--- src/rtl/led_pulse_pkg.sv ---
// Shared types and default sizing for the multi-channel LED pulse driver.
package led_pulse_pkg;

    localparam int DEF_N_CH     = 2;
    localparam int DEF_CODE_W   = 8;
    localparam int DEF_PERIOD_W = 8;
    localparam int DEF_CNT_W    = 8;
    localparam int DEF_RAMP_DIV = 4;
    localparam int DEF_MAX_ON   = 1024;

    // MAX_ON value that switches the on-time watchdog off
    localparam int MAX_ON_DISABLE = 0;

    typedef enum logic [2:0] {
        ST_IDLE      = 3'd0,
        ST_RAMP_UP   = 3'd1,
        ST_PULSE     = 3'd2,
        ST_RAMP_DOWN = 3'd3,
        ST_FAULT     = 3'd4
    } chan_state_t;

endpackage

--- src/rtl/led_pulse_chan.sv ---
// One LED sink channel: soft current ramp, counted PWM burst, on-time watchdog.
// state        | meaning
// ST_IDLE      | waiting for start, all outputs low
// ST_RAMP_UP   | code climbs one step per RAMP_DIV cycles toward target
// ST_PULSE     | PWM burst at the target code
// ST_RAMP_DOWN | code falls to 0, done pulses on return to idle
// ST_FAULT     | watchdog tripped, outputs forced low until fault_clr
module led_pulse_chan
    import led_pulse_pkg::*;
#(
    parameter int CODE_W   = DEF_CODE_W,
    parameter int PERIOD_W = DEF_PERIOD_W,
    parameter int CNT_W    = DEF_CNT_W,
    parameter int RAMP_DIV = DEF_RAMP_DIV,
    parameter int MAX_ON   = DEF_MAX_ON
) (
    input  logic                clk,
    input  logic                rst,
    input  logic                start,
    input  logic                stop,
    input  logic                fault_clr,
    input  logic                half_cur,
    input  logic [PERIOD_W-1:0] period,
    input  logic [PERIOD_W-1:0] duty,
    input  logic [CODE_W-1:0]   target,
    input  logic [CNT_W-1:0]    pulses,
    output logic                drv_en,
    output logic                drv_pwm,
    output logic [CODE_W-1:0]   drv_code,
    output logic                busy,
    output logic                done,
    output logic                fault
);
    localparam int DIV_W = (RAMP_DIV > 1) ? $clog2(RAMP_DIV) : 1;
    localparam int WD_W  = (MAX_ON > 1) ? $clog2(MAX_ON + 1) : 1;
    localparam logic [DIV_W-1:0] DIV_LAST = DIV_W'(RAMP_DIV - 1);

    chan_state_t         state, state_nxt;
    logic [CODE_W-1:0]   code, code_nxt, cfg_target;
    logic [DIV_W-1:0]    presc, presc_nxt;
    logic [PERIOD_W-1:0] pcnt, pcnt_nxt, cfg_period, cfg_duty;
    logic [CNT_W-1:0]    pulse_cnt, pulse_cnt_nxt, cfg_pulses;
    logic [WD_W-1:0]     wd, wd_nxt;
    logic                load_cfg, step, wd_trip;
    logic                drv_en_nxt, drv_pwm_nxt, busy_nxt, done_nxt, fault_nxt;
    logic [CODE_W-1:0]   drv_code_nxt;

    always_ff @(posedge clk or posedge rst) begin
        if (rst) begin
            state      <= ST_IDLE;
            code       <= '0;
            presc      <= '0;
            pcnt       <= '0;
            pulse_cnt  <= '0;
            wd         <= '0;
            cfg_period <= '0;
            cfg_duty   <= '0;
            cfg_target <= '0;
            cfg_pulses <= '0;
            drv_en     <= 1'b0;
            drv_pwm    <= 1'b0;
            drv_code   <= '0;
            busy       <= 1'b0;
            done       <= 1'b0;
            fault      <= 1'b0;
        end else begin
            state     <= state_nxt;
            code      <= code_nxt;
            presc     <= presc_nxt;
            pcnt      <= pcnt_nxt;
            pulse_cnt <= pulse_cnt_nxt;
            wd        <= wd_nxt;
            if (load_cfg) begin
                cfg_period <= period;
                cfg_duty   <= duty;
                cfg_target <= target;
                cfg_pulses <= pulses;
            end
            drv_en   <= drv_en_nxt;
            drv_pwm  <= drv_pwm_nxt;
            drv_code <= drv_code_nxt;
            busy     <= busy_nxt;
            done     <= done_nxt;
            fault    <= fault_nxt;
        end
    end

    always_comb begin
        state_nxt     = state;
        code_nxt      = code;
        presc_nxt     = presc;
        pcnt_nxt      = pcnt;
        pulse_cnt_nxt = pulse_cnt;
        load_cfg      = 1'b0;
        step          = (presc == DIV_LAST);
        wd_nxt        = '0;
        wd_trip       = 1'b0;
        // wd holds the high cycles seen before this one; this cycle makes wd+1
        if (drv_pwm) begin
            wd_nxt  = (wd == '1) ? wd : wd + 1'b1;
            wd_trip = (MAX_ON != MAX_ON_DISABLE) && ((int'(wd) + 1) >= MAX_ON);
        end
        case (state)
            ST_IDLE: begin
                if (start) begin
                    state_nxt     = ST_RAMP_UP;
                    load_cfg      = 1'b1;
                    code_nxt      = '0;
                    presc_nxt     = '0;
                    pcnt_nxt      = '0;
                    pulse_cnt_nxt = '0;
                end
            end
            ST_RAMP_UP: begin
                if (stop) begin
                    state_nxt = ST_RAMP_DOWN;
                    presc_nxt = '0;
                end else if (code == cfg_target) begin
                    state_nxt     = ST_PULSE;
                    pcnt_nxt      = '0;
                    pulse_cnt_nxt = '0;
                end else begin
                    presc_nxt = step ? '0 : presc + 1'b1;
                    if (step && code != '1) code_nxt = code + 1'b1;
                end
            end
            ST_PULSE: begin
                if (stop) begin
                    state_nxt = ST_RAMP_DOWN;
                    presc_nxt = '0;
                end else if (pcnt == cfg_period) begin
                    pcnt_nxt      = '0;
                    pulse_cnt_nxt = (pulse_cnt == '1) ? pulse_cnt : pulse_cnt + 1'b1;
                    if (cfg_pulses != '0 && pulse_cnt_nxt == cfg_pulses) begin
                        state_nxt = ST_RAMP_DOWN;
                        presc_nxt = '0;
                    end
                end else begin
                    pcnt_nxt = pcnt + 1'b1;
                end
            end
            ST_RAMP_DOWN: begin
                if (code == '0) begin
                    state_nxt = ST_IDLE;
                end else begin
                    presc_nxt = step ? '0 : presc + 1'b1;
                    if (step) code_nxt = code - 1'b1;
                end
            end
            ST_FAULT: begin
                if (fault_clr) state_nxt = ST_IDLE;
            end
            default: state_nxt = ST_IDLE;
        endcase
        if (wd_trip) begin
            state_nxt = ST_FAULT;
            code_nxt  = '0;
        end
    end

    // Outputs are computed from the next state so the registered copies line up with it
    always_comb begin
        drv_en_nxt   = (state_nxt == ST_RAMP_UP) || (state_nxt == ST_PULSE) ||
                       (state_nxt == ST_RAMP_DOWN);
        drv_pwm_nxt  = (state_nxt == ST_PULSE) && (pcnt_nxt < cfg_duty);
        drv_code_nxt = '0;
        if (drv_en_nxt) drv_code_nxt = half_cur ? (code_nxt >> 1) : code_nxt;
        busy_nxt     = (state_nxt != ST_IDLE);
        fault_nxt    = (state_nxt == ST_FAULT);
        done_nxt     = (state == ST_RAMP_DOWN) && (state_nxt == ST_IDLE);
    end

endmodule

--- src/rtl/led_pulse_driver.sv ---
// Multi-channel LED sink controller: N_CH independent channels on packed buses.
module led_pulse_driver
    import led_pulse_pkg::*;
#(
    parameter int N_CH     = DEF_N_CH,
    parameter int CODE_W   = DEF_CODE_W,
    parameter int PERIOD_W = DEF_PERIOD_W,
    parameter int CNT_W    = DEF_CNT_W,
    parameter int RAMP_DIV = DEF_RAMP_DIV,
    parameter int MAX_ON   = DEF_MAX_ON
) (
    input  logic                       clk,
    input  logic                       rst,
    input  logic [N_CH-1:0]            start,
    input  logic [N_CH-1:0]            stop,
    input  logic [N_CH-1:0]            fault_clr,
    input  logic [N_CH-1:0]            half_cur,
    input  logic [N_CH*PERIOD_W-1:0]   period,
    input  logic [N_CH*PERIOD_W-1:0]   duty,
    input  logic [N_CH*CODE_W-1:0]     target,
    input  logic [N_CH*CNT_W-1:0]      pulses,
    output logic [N_CH-1:0]            drv_en,
    output logic [N_CH-1:0]            drv_pwm,
    output logic [N_CH*CODE_W-1:0]     drv_code,
    output logic [N_CH-1:0]            busy,
    output logic [N_CH-1:0]            done,
    output logic [N_CH-1:0]            fault
);

    for (genvar i = 0; i < N_CH; i++) begin : g_ch
        led_pulse_chan #(
            .CODE_W   (CODE_W),
            .PERIOD_W (PERIOD_W),
            .CNT_W    (CNT_W),
            .RAMP_DIV (RAMP_DIV),
            .MAX_ON   (MAX_ON)
        ) u_chan (
            .clk       (clk),
            .rst       (rst),
            .start     (start[i]),
            .stop      (stop[i]),
            .fault_clr (fault_clr[i]),
            .half_cur  (half_cur[i]),
            .period    (period[i*PERIOD_W +: PERIOD_W]),
            .duty      (duty[i*PERIOD_W +: PERIOD_W]),
            .target    (target[i*CODE_W +: CODE_W]),
            .pulses    (pulses[i*CNT_W +: CNT_W]),
            .drv_en    (drv_en[i]),
            .drv_pwm   (drv_pwm[i]),
            .drv_code  (drv_code[i*CODE_W +: CODE_W]),
            .busy      (busy[i]),
            .done      (done[i]),
            .fault     (fault[i])
        );
    end

endmodule

--- config.mk ---
export PLATFORM = sky130hd
export DESIGN_NAME = led_pulse_driver
export DESIGN_NICKNAME = d
export VERILOG_FILES = /design/src/rtl/led_pulse_pkg.sv /design/src/rtl/led_pulse_chan.sv /design/src/rtl/led_pulse_driver.sv
export SDC_FILE = /design/constraint.sdc
export NUM_CORES = 1
export LEC_CHECK = 0
export ABC_CLOCK_PERIOD_IN_PS = 3200
export CORE_ASPECT_RATIO = 0.75
export CORE_MARGIN = 3
export CORE_UTILIZATION = 50
export CTS_CLUSTER_DIAMETER = 200
export DETAILED_ROUTE_END_ITERATION = 8
export GPL_ROUTABILITY_DRIVEN = 0
export PLACE_DENSITY_LB_ADDON = 0.25
export SLEW_MARGIN = 20
export SYNTH_ARGS = -nofsm -noshare
export SYNTH_HDL_FRONTEND = slang
export SYNTH_HIERARCHICAL = 1
export SYNTH_SLANG_ARGS = --single-unit
export TNS_END_PERCENT = 5
--- constraint.sdc ---
create_clock -name clk -period 3.2 [get_ports clk]
set_clock_uncertainty 0.15 [all_clocks]
set_input_delay 0.96 -clock clk [delete_from_list [all_inputs] [get_ports clk]]
set_output_delay 0.96 -clock clk [all_outputs]
set_load 0.01 [all_outputs]
# Word-level counts from Yosys, hierarchy flattened
# Index checks and enable logic that the tools add are counted.
# totals
reg_bits	170
latchBits	0
ram_bits	0
mem_bits_ro	0
out_inout_bits	26
n_memories	0
# classes
add_sub_neg	14
n_mul	0
div	0
magnitude_cmp	4
eq_ne	50
n_shift	0
n_mux	94
n_bitwise	0
reduce_logical	30
# op_table
op	count
two-way mux 8 bit	40
case mux 8 bit (3 select lines)	6
greater-or-equal comparator 32 x 12 -> 1 bit (second input constant)	2
two-way mux 3 bit	18
adder 8 x 1 -> 8 bit (second input constant)	6
equality test 8 bit	6
two-way mux 11 bit	4
two-way mux 2 bit	16
case mux 3 bit (5 select lines)	2
adder 11 x 1 -> 12 bit (second input constant)	2
equality test 3 x 2 -> 1 bit (second input constant)	8
AND reduction 6 bit	4
adder 11 x 1 -> 11 bit (second input constant)	2
equality test 11 bit (second input constant)	2
!= test 2 bit (second input constant)	10
equality test 8 bit (second input constant)	2
zero test 8 bit	2
< comparator 8 bit	2
!= test 8 bit (second input constant)	2
case mux 2 bit (4 select lines)	2
nonzero test 8 bit	2
subtractor 8 x 1 -> 8 bit (second input constant)	2
equality test 3 x 1 -> 1 bit (second input constant)	4
equality test 3 bit (second input constant)	4
11 further kinds	42

# Depth between registers and ports, before layout
# Gate-level depths: netlist of the first run.
# logic_depth
ltp_word	13
ltp_mapped	14
mapped_depth_nobuf	13

# Modules after synthesis
# Netlist of the first run, hierarchy kept.
# modules_own_cells
mod	instances	cells_per_inst	area_per_inst_um2	seq_area_each_um2
led_pulse_chan (g_ch[1].u_chan)	1	506	4906.0	2127.0
led_pulse_chan (g_ch[0].u_chan)	1	523	4884.7	2127.0

# Worst setup path before layout of the first run
# Ideal clock, no wire load.
# synth_path
path_kind	input to register
startpoint	in stop[1]
endpoint	reg g_ch[1].u_chan.drv_pwm
setup_time_ns	0.094
arrival_ns	2.978
setup_slack_ns	-0.022
cell_stages	12
n_path_buf	1
cell_sequence	clkbuf_1 nor2_1 a31oi_1 nor2_1 o21ai_0 a32o_1 ha_1 a21o_1 a21o_1 a21oi_1 nand2_1 a211oi_1
# synth_via
elab_cells_between_ends	10
classes_between	1 x order compare; 1 x eq/ne; 7 x mux; 1 x reduce/logical
# synth_lines
element	line_no	text
start, declared	led_pulse_driver.sv:15	input logic [N_CH-1:0] stop,
two-way mux 8 bit, on equally long branches	led_pulse_chan.sv:128, led_pulse_chan.sv:115	
case mux 8 bit (3 select lines) *	led_pulse_chan.sv:103	case (state)
via g_ch[1].u_chan.pcnt_nxt[5]	led_pulse_chan.sv:41	logic [PERIOD_W-1:0] pcnt, pcnt_nxt, cfg_period, cfg_duty;
< comparator 8 bit *	led_pulse_chan.sv:165	drv_pwm_nxt = (state_nxt == ST_PULSE) && (pcnt_nxt < cfg_duty);
logical AND 1 bit *	led_pulse_chan.sv:165	
via g_ch[1].u_chan.drv_pwm_nxt	led_pulse_chan.sv:45	logic drv_en_nxt, drv_pwm_nxt, busy_nxt, done_nxt, fault_nxt;
end signal, assigned	led_pulse_chan.sv:80	drv_pwm <= drv_pwm_nxt;
end, declared	led_pulse_chan.sv:28	output logic drv_pwm,
# The timed path passes the listed nets; every way through them passes the cells marked *.
# A chain may end at the register's enable or synchronous reset.

# Final worst setup path of the first run
# layout_path
startpoint	in start[1]
endpoint	reg g_ch[1].u_chan.drv_pwm
# layout_via
elab_cells_between_ends	8
classes_between	1 x order compare; 1 x eq/ne; 5 x mux; 1 x reduce/logical
# layout_lines
element	line_no	text
start, declared	led_pulse_driver.sv:14	input logic [N_CH-1:0] start,
two-way mux 8 bit	led_pulse_chan.sv:105	if (start) begin
case mux 8 bit (3 select lines)	led_pulse_chan.sv:103	
via g_ch[1].u_chan.pcnt_nxt[3]	led_pulse_chan.sv:41	
< comparator 8 bit	led_pulse_chan.sv:165	
logical AND 1 bit	led_pulse_chan.sv:165	
via g_ch[1].u_chan.drv_pwm_nxt	led_pulse_chan.sv:45	
# The timed path passes the listed nets, and every way through them passes these cells.

==> results of run 1 <==
## cell usage after synthesis, types with 9 or more instances
cell type	n
sky130_fd_sc_hd__dfrtp_1	170
sky130_fd_sc_hd__nand2_1	84
sky130_fd_sc_hd__o21ai_0	75
sky130_fd_sc_hd__nor2_1	68
sky130_fd_sc_hd__a21oi_1	60
sky130_fd_sc_hd__mux2_2	53
sky130_fd_sc_hd__inv_1	47
sky130_fd_sc_hd__xor2_1	39
sky130_fd_sc_hd__nand3_1	34
sky130_fd_sc_hd__clkbuf_1	32
sky130_fd_sc_hd__ha_1	28
sky130_fd_sc_hd__a31oi_1	27
sky130_fd_sc_hd__nor3_1	26
sky130_fd_sc_hd__and3_1	24
sky130_fd_sc_hd__xnor2_1	17
sky130_fd_sc_hd__buf_2	13
sky130_fd_sc_hd__nand4_1	13
sky130_fd_sc_hd__nor2b_1	13
sky130_fd_sc_hd__a21o_1	12
sky130_fd_sc_hd__nand2b_1	12
sky130_fd_sc_hd__a211oi_1	10
sky130_fd_sc_hd__o22ai_1	10
sky130_fd_sc_hd__o211ai_1	9
sky130_fd_sc_hd__o21a_1	9
## cells by family (layout without fill, tap and decap cells)
logic type / count (synthesis) / in the layout / share of synthesized area
muxes: 61 / 61 / 0.06914
DFF: 170 / 170 / 0.4345
AOI/OAI and AO/OA: 275 / 275 / 0.1819
buffers and inverters: 100 / 274 / 0.04255
xor gates and xnor gates: 57 / 57 / 0.05176
adders and majority gates: 28 / 28 / 0.03578
and+or+nand+nor: 338 / 338 / 0.1844
## per-layer routing
layer	vias up	global-route usage
li1	4061	-
met1	4118	0.3708
met2	317	0.3377
met3	37	0.04794
met4	0	0.06397
met5	-	0
## worst max-delay path, stage by stage
cell                              delay (ns)
sky130_fd_sc_hd__clkdlybuf4s50_1        0.48
sky130_fd_sc_hd__nor2_1                 0.05
sky130_fd_sc_hd__nor2_2                 0.15
sky130_fd_sc_hd__a31oi_1                0.08
sky130_fd_sc_hd__nor2_1                 0.21
sky130_fd_sc_hd__buf_4                  0.17
sky130_fd_sc_hd__o21ai_0                0.08
sky130_fd_sc_hd__a21o_1                 0.22
sky130_fd_sc_hd__ha_4                   0.22
sky130_fd_sc_hd__a211o_1                0.29
sky130_fd_sc_hd__a21o_1                 0.17
sky130_fd_sc_hd__a211oi_2               0.22
## cell usage in the layout, fill, tap and decap left out, types with 7 or more instances in the layout
| cell type | instances |
|---|---|
| sky130_fd_sc_hd__nand3_1 | 34 |
| sky130_fd_sc_hd__mux2i_1 | 8 |
| sky130_fd_sc_hd__nand2_1 | 84 |
| sky130_fd_sc_hd__a21oi_1 | 59 |
| sky130_fd_sc_hd__clkdlybuf4s50_1 | 97 |
| sky130_fd_sc_hd__ha_1 | 24 |
| sky130_fd_sc_hd__and3_1 | 24 |
| sky130_fd_sc_hd__o21ai_1 | 7 |
| sky130_fd_sc_hd__nor2b_1 | 13 |
| sky130_fd_sc_hd__dfrtp_1 | 167 |
| sky130_fd_sc_hd__and2_1 | 7 |
| sky130_fd_sc_hd__o22ai_1 | 10 |
| sky130_fd_sc_hd__a31oi_1 | 27 |
| sky130_fd_sc_hd__o211ai_1 | 9 |
| sky130_fd_sc_hd__xnor2_1 | 17 |
| sky130_fd_sc_hd__nor2_1 | 66 |
| sky130_fd_sc_hd__o21ai_0 | 69 |
| sky130_fd_sc_hd__a211oi_1 | 9 |
| sky130_fd_sc_hd__a21o_1 | 12 |
| sky130_fd_sc_hd__o21a_1 | 9 |
| sky130_fd_sc_hd__nand2b_1 | 12 |
| sky130_fd_sc_hd__xor2_1 | 39 |
| sky130_fd_sc_hd__nor4_1 | 7 |
| sky130_fd_sc_hd__clkbuf_16 | 17 |
| sky130_fd_sc_hd__nor3_1 | 26 |
| sky130_fd_sc_hd__inv_1 | 45 |
| sky130_fd_sc_hd__mux2_2 | 53 |
| sky130_fd_sc_hd__buf_4 | 90 |
| sky130_fd_sc_hd__nand4_1 | 13 |
## registers in the layout, indices dropped and copies added, names as in the netlist
name                    count
g_ch.u_chan/pulse_cnt      16
g_ch.u_chan/cfg_duty       16
g_ch.u_chan/cfg_period     16
g_ch.u_chan/pcnt           16
g_ch.u_chan/drv_en          2
g_ch.u_chan/cfg_pulses     16
g_ch.u_chan/busy            2
g_ch.u_chan/drv_pwm         2
g_ch.u_chan/done            2
g_ch.u_chan/fault           2
g_ch.u_chan/drv_code       16
g_ch.u_chan/cfg_target     16
g_ch.u_chan/state           6
g_ch.u_chan/presc           4
g_ch.u_chan/code           16
g_ch.u_chan/wd             22
## cell type report
| cell class | count | area [um2] |
|---|---|---|
| Timing Repair Buffer | 194 | 1772 |
| Sequential cell | 170 | 4258 |
| Multi-Input combinational cell | 759 | 5213 |
| Clock inverter | 14 | 212.7 |
| Inverter | 48 | 185.2 |
| Fill cell | 1521 | 6452 |
| Clock buffer | 18 | 429.2 |
| Tap cell | 247 | 309.0 |
## final timing paths
kind / to / cells past startpoint / startpoint
worst max-delay path: g_ch[1].u_chan/drv_pwm$_DFF_PP0_ / 12 / start[1]
worst min-delay path: g_ch[1].u_chan/wd[4]$_DFFE_PP0P_ / 1 / g_ch[1].u_chan/wd[4]$_DFFE_PP0P_
worst max register to register: g_ch[1].u_chan/drv_pwm$_DFF_PP0_ / 12 / g_ch[1].u_chan/pcnt[3]$_DFF_PP0_
worst min register to register: g_ch[1].u_chan/wd[4]$_DFFE_PP0P_ / 1 / g_ch[1].u_chan/wd[4]$_DFFE_PP0P_
max in group asynchronous: g_ch[1].u_chan/pcnt[2]$_DFF_PP0_ / 3 / rst
min in group asynchronous: g_ch[0].u_chan/drv_code[4]$_DFF_PP0_ / 2 / rst
## timing repair
| action | in CTS | in global routing |
|---|---|---|
| pin swaps | 0 | 8 |
| setup buffers | 1 | 8 |
| setup endpoints to repair | 1 | 2 |
| resized for setup | 3 | 21 |
## power groups by stage
stage / Combinational (mW) / Clock (mW) / Sequential, mW
floorplan: 2.65 / 0 / 3.27
global placement: 3.83 / 0 / 3.47
detailed placement: 3.93 / 0 / 3.47
CTS: 3.98 / 2.29 / 3.45
global route: 4.55 / 2.37 / 3.53
finish: 4.14 / 2.24 / 3.45
==> results.py, run 1 <==
metrics = {
    "grt": {
        "antenna_found_initial": 0,
        "grt_first_pass_wirelength_um": 41460,
        "gr-total-overflow": 0,
        "largest_net_degree_at_the_start_of_global_routing": 41,
        "globalRouteTotalUtil": 0.2381,
        "first_global_vias": 8097,
    },
    "logic_synthesis": {
        "ff_latch_count_synth": 170,
        "syn_inst_count": 1029,
        "ys_async_sr_fraction": 1.000,
        "mapped_cell_area_mm2": 0.009791,
        "yosys.cell_types.count": 84,
        "ys_dominant_reg_cell": "sky130_fd_sc_hd__dfrtp_1",
        "yosysSeqAreaShare": 0.4345,
        "mappedNetlistNets": 1131,
        "synthesis.area_per_instance_um2": 9.515,
        "synthTopCellsByArea": "sky130_fd_sc_hd__dfrtp_1 43%, sky130_fd_sc_hd__mux2_2 6.1%, sky130_fd_sc_hd__o21ai_0 3.8%",
        "synth_enable_flop_cells": 0,
        "synth.yosys.warnings": 6,
        "synth.top_cell.area_share": 0.4345,
        "yosys.area.top_type": "sky130_fd_sc_hd__dfrtp_1",
    },
    "setup_path": {
        "end_kind": "register",
        "reg2reg_slack_ns": 0.18,
        "critical_path.startpoint_type": "input pin",
        "criticalPathCategory": "in2reg",
        "worst-path-max-fanout": 6,
        "data_required_critical_path_ns": 3.39,
        "timing.critical_path.arrival_ns": 3.31,
    },
    "floorplanning": {
        "die-area_mm2": 0.02131,
        "initial_core_util": 0.5199,
        "die-width_um": 167.6,
        "placement_rows": 43,
        "design.core.area_mm2": 0.01883,
        "design.portCount": 100,
        "die_height_um": 127.2,
    },
    "placement": {
        "post_place_worst_slack_ns": -0.4390,
        "placed_cells": 1409,
        "buffer_ports.inserted": 99,
        "hpwl_um": 18390,
        "dpl_cell_area_mm2": 0.01158,
    },
    "routing": {
        "dr_wl_met3_um": 1809,
        "detailedRoute.firstIterationViolations": 810,
        "detail_route.vias_per_cell": 5.885,
        "top_layer_used": "met4",
        "wl_um": 25210,
        "routed_wire_length_per_instance_um": 17.39,
        "wl_met2_um": 10580,
        "via_count": 8533,
        "dr_drc_count": 0,
        "final_antenna_net_count": 0,
        "drt-met1-wl_um": 12400,
        "firstDrtPassIters": 6,
    },
    "timing": {
        "timing_max_transition_violations_final": 0,
        "maxClockFrequency_ghz": 0.3203,
        "finalCriticalPeriod_ns": 3.122,
        "fin_crit_sh": 0.9755,
        "setup-tns-final_ns": 0,
        "hold-worst-slack_ns": 0.3483,
        "max-slew-margin-rel": 0.5825,
        "setup-violations-final": 0,
        "finalHoldViolCount": 0,
        "setup_ws_ns": 0.07828,
        "tightestPinTransition_ns": 0.6240,
    },
    "layout": {
        "final_core_utilization": 0.6573,
        "fin_cells": 1450,
        "design.final.nets": 1292,
        "layout-drive-gt1-share": 0.1862,
        "final_design_area_no_fill_mm2": 0.01238,
        "area_growth_syn_to_layout_pct": 26.43,
        "diodes": 0,
    },
    "clock_tree": {
        "cts_tree": "yes",
        "ctsLongestPathBuffers": 2,
        "numCtsBuffers": 17,
        "post_cts_hold_buffer_count": 0,
        "clk_root_buffer_cell": "sky130_fd_sc_hd__clkbuf_16",
        "clkSinkCount": 170,
        "clkTransAtPathRegs_ns": 0.07,
        "htree_levels": 4,
        "clock_insertion_delay_worst_skew_ns": 0.43,
    },
    "min_path": {
        "worst_min_delay_path_class": "reg2reg",
    },
    "power": {
        "intPower_mw": 6.146,
        "power_mw": 9.827,
        "power.share.clock": 0.228,
        "p_seq_frac": 0.351,
        "power.static_leakage_nw": 5.444,
        "switching_power_mw": 3.681,
        "vdd.ir_drop.worst_mv": 0.4304,
        "power_density_mw_per_mm2": 793.9,
        "power.share.combinational": 0.421,
        "switching_share": 0.3746,
    },
    "run": {
        "timing.max_cap.violations": 0,
    },
    "outcome": {
        "run_status": "complete, no violations",
    },
}
Power figures use the tool's default switching activity.
==> inputs of run 2 (changes only) <==
Settings changed: TNS_END_PERCENT 5 to 1.
==> results of run 2 <==
Same layout as run 1: the final DEF is identical, and so are final timing and power.
==> inputs of run 3 (changes only) <==
Settings changed: CORE_MARGIN 3 to 2.
==> results.py, run 3 (synthesis gave the netlist of run 1 again) <==
metrics = {
    "layout": {
        "layout-drive-gt1-share": 0.1731,
        "max_ffs_per_register": 22,
        "area_growth_syn_to_layout_pct": 24.52,
        "design.final.nets": 1279,
        "registers.top_by_ff_count": "g_ch.u_chan/wd",
        "diodes": 0,
        "most-common-layout-cells": "169 x sky130_fd_sc_hd__dfrtp_1, 96 x sky130_fd_sc_hd__clkdlybuf4s50_1, 84 x sky130_fd_sc_hd__nand2_1, 78 x sky130_fd_sc_hd__buf_4, 73 x sky130_fd_sc_hd__o21ai_0",
        "final_design_area_no_fill_mm2": 0.01219,
        "layout.cells.most_common": "sky130_fd_sc_hd__dfrtp_1",
        "fillCellCount": 1571,
    },
    "timing": {
        "fin_crit_sh": 0.9518,
        "setup-tns-final_ns": 0,
        "setup-violations-final": 0,
        "tightestPinTransition_ns": 0.9705,
        "finalHoldViolCount": 0,
        "finalCriticalPeriod_ns": 3.046,
        "max-slew-margin-rel": 0.3500,
        "maxClockFrequency_ghz": 0.3283,
        "timing_max_transition_violations_final": 0,
    },
    "grt": {
        "grtUsageMet1": 0.3913,
        "groute.layer.met3.usage": 0.04910,
        "first_global_vias": 7985,
        "antenna_found_initial": 0,
        "gr-total-overflow": 0,
        "globalRouteMet2Util": 0.3288,
        "largest_net_degree_at_the_start_of_global_routing": 41,
        "globalRouteTotalUtil": 0.2463,
        "grt_first_pass_wirelength_um": 40310,
        "busiest_layer_in_global_routing": "met1",
    },
    "setup_path": {
        "worstPathBufferInverterCount": 2,
        "end_kind": "register",
        "critical_path.most_common_cell": "sky130_fd_sc_hd__nand2_1",
        "crit_family": "compound AO/OA/AOI/OAI gates",
        "path_cells": "xor2_1, nor4_1, buf_4, nand2_1, o21ai_1, buf_4, o21ai_0, nand2_1, o21ai_0, ha_1, a21o_1, a21o_1, a21oi_2, nand2_1, a211oi_2",
        "data_required_critical_path_ns": 3.40,
        "timing.critical_path.arrival_ns": 3.24,
        "critical_path.startpoint_type": "register",
        "worst-path-max-fanout": 8,
        "critical_path.slowest_cell": "sky130_fd_sc_hd__dfrtp_1",
        "criticalPathCategory": "reg2reg",
        "critical_path.max_stage_delay_ns": 0.46,
    },
    "power": {
        "power_density_mw_per_mm2": 781.5,
        "power.static_leakage_nw": 5.371,
        "power.share.clock": 0.218,
        "p_seq_frac": 0.360,
        "switching_share": 0.3816,
        "switching_power_mw": 3.636,
        "vdd.ir_drop.worst_mv": 0.4994,
        "intPower_mw": 5.892,
        "power.share.combinational": 0.422,
    },
    "routing": {
        "final_antenna_net_count": 0,
        "detailedRoute.firstIterationViolations": 841,
        "via_count": 8458,
        "firstDrtPassIters": 5,
        "wl_um": 24630,
        "dr_drc_count": 0,
        "routed_wire_length_per_instance_um": 17.07,
        "detail_route.vias_per_cell": 5.861,
    },
    "floorplanning": {
        "design.core.area_mm2": 0.01927,
        "initial_core_util": 0.5081,
        "die-area_mm2": 0.02073,
        "die_height_um": 125.2,
        "placement_rows": 44,
        "design.portCount": 100,
        "die-width_um": 165.6,
    },
    "run": {
        "timing.max_cap.violations": 0,
    },
    "clock_tree": {
        "ctsLongestPathBuffers": 2,
        "clkSinkCount": 170,
        "clk_root_buffer_cell": "sky130_fd_sc_hd__clkbuf_16",
        "htree_levels": 4,
        "post-cts-setup-buffer-count": 0,
        "postCtsResizedCells": 0,
        "post_cts_hold_buffer_count": 0,
        "numCtsBuffers": 17,
        "clkTransAtPathRegs_ns": 0.07,
        "cts_tree": "yes",
        "clock_insertion_delay_worst_skew_ns": 0.44,
    },
    "placement": {
        "hpwl_um": 18180,
        "dpl_cell_area_mm2": 0.01154,
        "buffer_ports.inserted": 99,
    },
    "min_path": {
        "worst_min_delay_path_class": "reg2reg",
    },
    "outcome": {
        "run_status": "complete, no violations",
    },
}
run 3: changes by cell type in the layout (fill, tap and decap cells not counted), moves of 3 or more:
cell,change
sky130_fd_sc_hd__o21ai_0,+4
sky130_fd_sc_hd__ha_1,+4
sky130_fd_sc_hd__buf_4,-12
sky130_fd_sc_hd__ha_4,-3
run 3: area by class of cell:
| type | count | area, um2 | share of cell area |
|---|---|---|---|
| multi-input cells | 759 | 5177 | 0.4247 |
| flip-flops and latches | 170 | 4255 | 0.3490 |
| inverters | 48 | 185.2 | 0.01519 |
| clock buffers | 18 | 429.2 | 0.03520 |
| repair buffers | 181 | 1664 | 0.1365 |
| clock inverters | 14 | 163.9 | 0.01344 |
| well taps | 253 | 316.6 | 0.02596 |
run 3: final timing paths:
check / start / end / slack (ns) / depth (start not counted)
worst max-delay path: g_ch[1].u_chan/pcnt[4]$_DFF_PP0_ / g_ch[1].u_chan/drv_pwm$_DFF_PP0_ / 0.15 / 15
worst min-delay path: g_ch[1].u_chan/wd[4]$_DFFE_PP0P_ / g_ch[1].u_chan/wd[4]$_DFFE_PP0P_ / 0.35 / 1
worst max register to register: g_ch[1].u_chan/pcnt[4]$_DFF_PP0_ / g_ch[1].u_chan/drv_pwm$_DFF_PP0_ / 0.15 / 15
worst min register to register: g_ch[1].u_chan/wd[4]$_DFFE_PP0P_ / g_ch[1].u_chan/wd[4]$_DFFE_PP0P_ / 0.35 / 1
max in group asynchronous: rst / g_ch[1].u_chan/pulse_cnt[3]$_DFFE_PP0P_ / 1.51 / 3
min in group asynchronous: rst / g_ch[0].u_chan/code[4]$_DFF_PP0_ / 0.75 / 2
run 3: per-stage QoR:
step | hold WS [ns] | worst slack (ns) | util | power, mW | std cells
6_report | 0.3455 | 0.1544 | 0.6327 | 9.528 | 1443
3_5_place_dp | 0.3388 | -0.3662 | 0.5992 | 7.345 | 1411
3_3_place_gp | 0.3320 | -0.2575 | 0.5992 | 7.257 | 1411
5_1_grt | 0.3945 | -0.05204 | 0.6327 | 10.15 | 1443
2_1_floorplan | 0.3077 | -0.1035 | - | 5.923 | 1029
4_1_cts | 0.3482 | 0.06235 | 0.6299 | 9.499 | 1443
run 3: worst reg2reg max path, cell delays in order (launching register included):
cell	delay [ns]
sky130_fd_sc_hd__dfrtp_1	0.46
sky130_fd_sc_hd__xor2_1	0.19
sky130_fd_sc_hd__nor4_1	0.28
sky130_fd_sc_hd__buf_4	0.18
sky130_fd_sc_hd__nand2_1	0.07
sky130_fd_sc_hd__o21ai_1	0.17
sky130_fd_sc_hd__buf_4	0.18
sky130_fd_sc_hd__o21ai_0	0.09
sky130_fd_sc_hd__nand2_1	0.06
sky130_fd_sc_hd__o21ai_0	0.11
sky130_fd_sc_hd__ha_1	0.21
sky130_fd_sc_hd__a21o_1	0.17
sky130_fd_sc_hd__a21o_1	0.20
sky130_fd_sc_hd__a21oi_2	0.17
sky130_fd_sc_hd__nand2_1	0.09
sky130_fd_sc_hd__a211oi_2	0.20
run 3: power groups by stage:
stage	registers, mW	clock network (mW)	logic [mW]
after floorplan	3.27	0	2.65
after global placement	3.44	0	3.82
after detailed placement	3.45	0	3.90
after CTS	3.43	2.13	3.94
after global routing	3.52	2.22	4.42
final	3.43	2.08	4.02
run 3: layer usage:
layer,part of all wire,wire length [um]
met1,0.51,12450
met2,0.40,9952
met3,0.068,1673
met4,0.022,550
met5,0,0
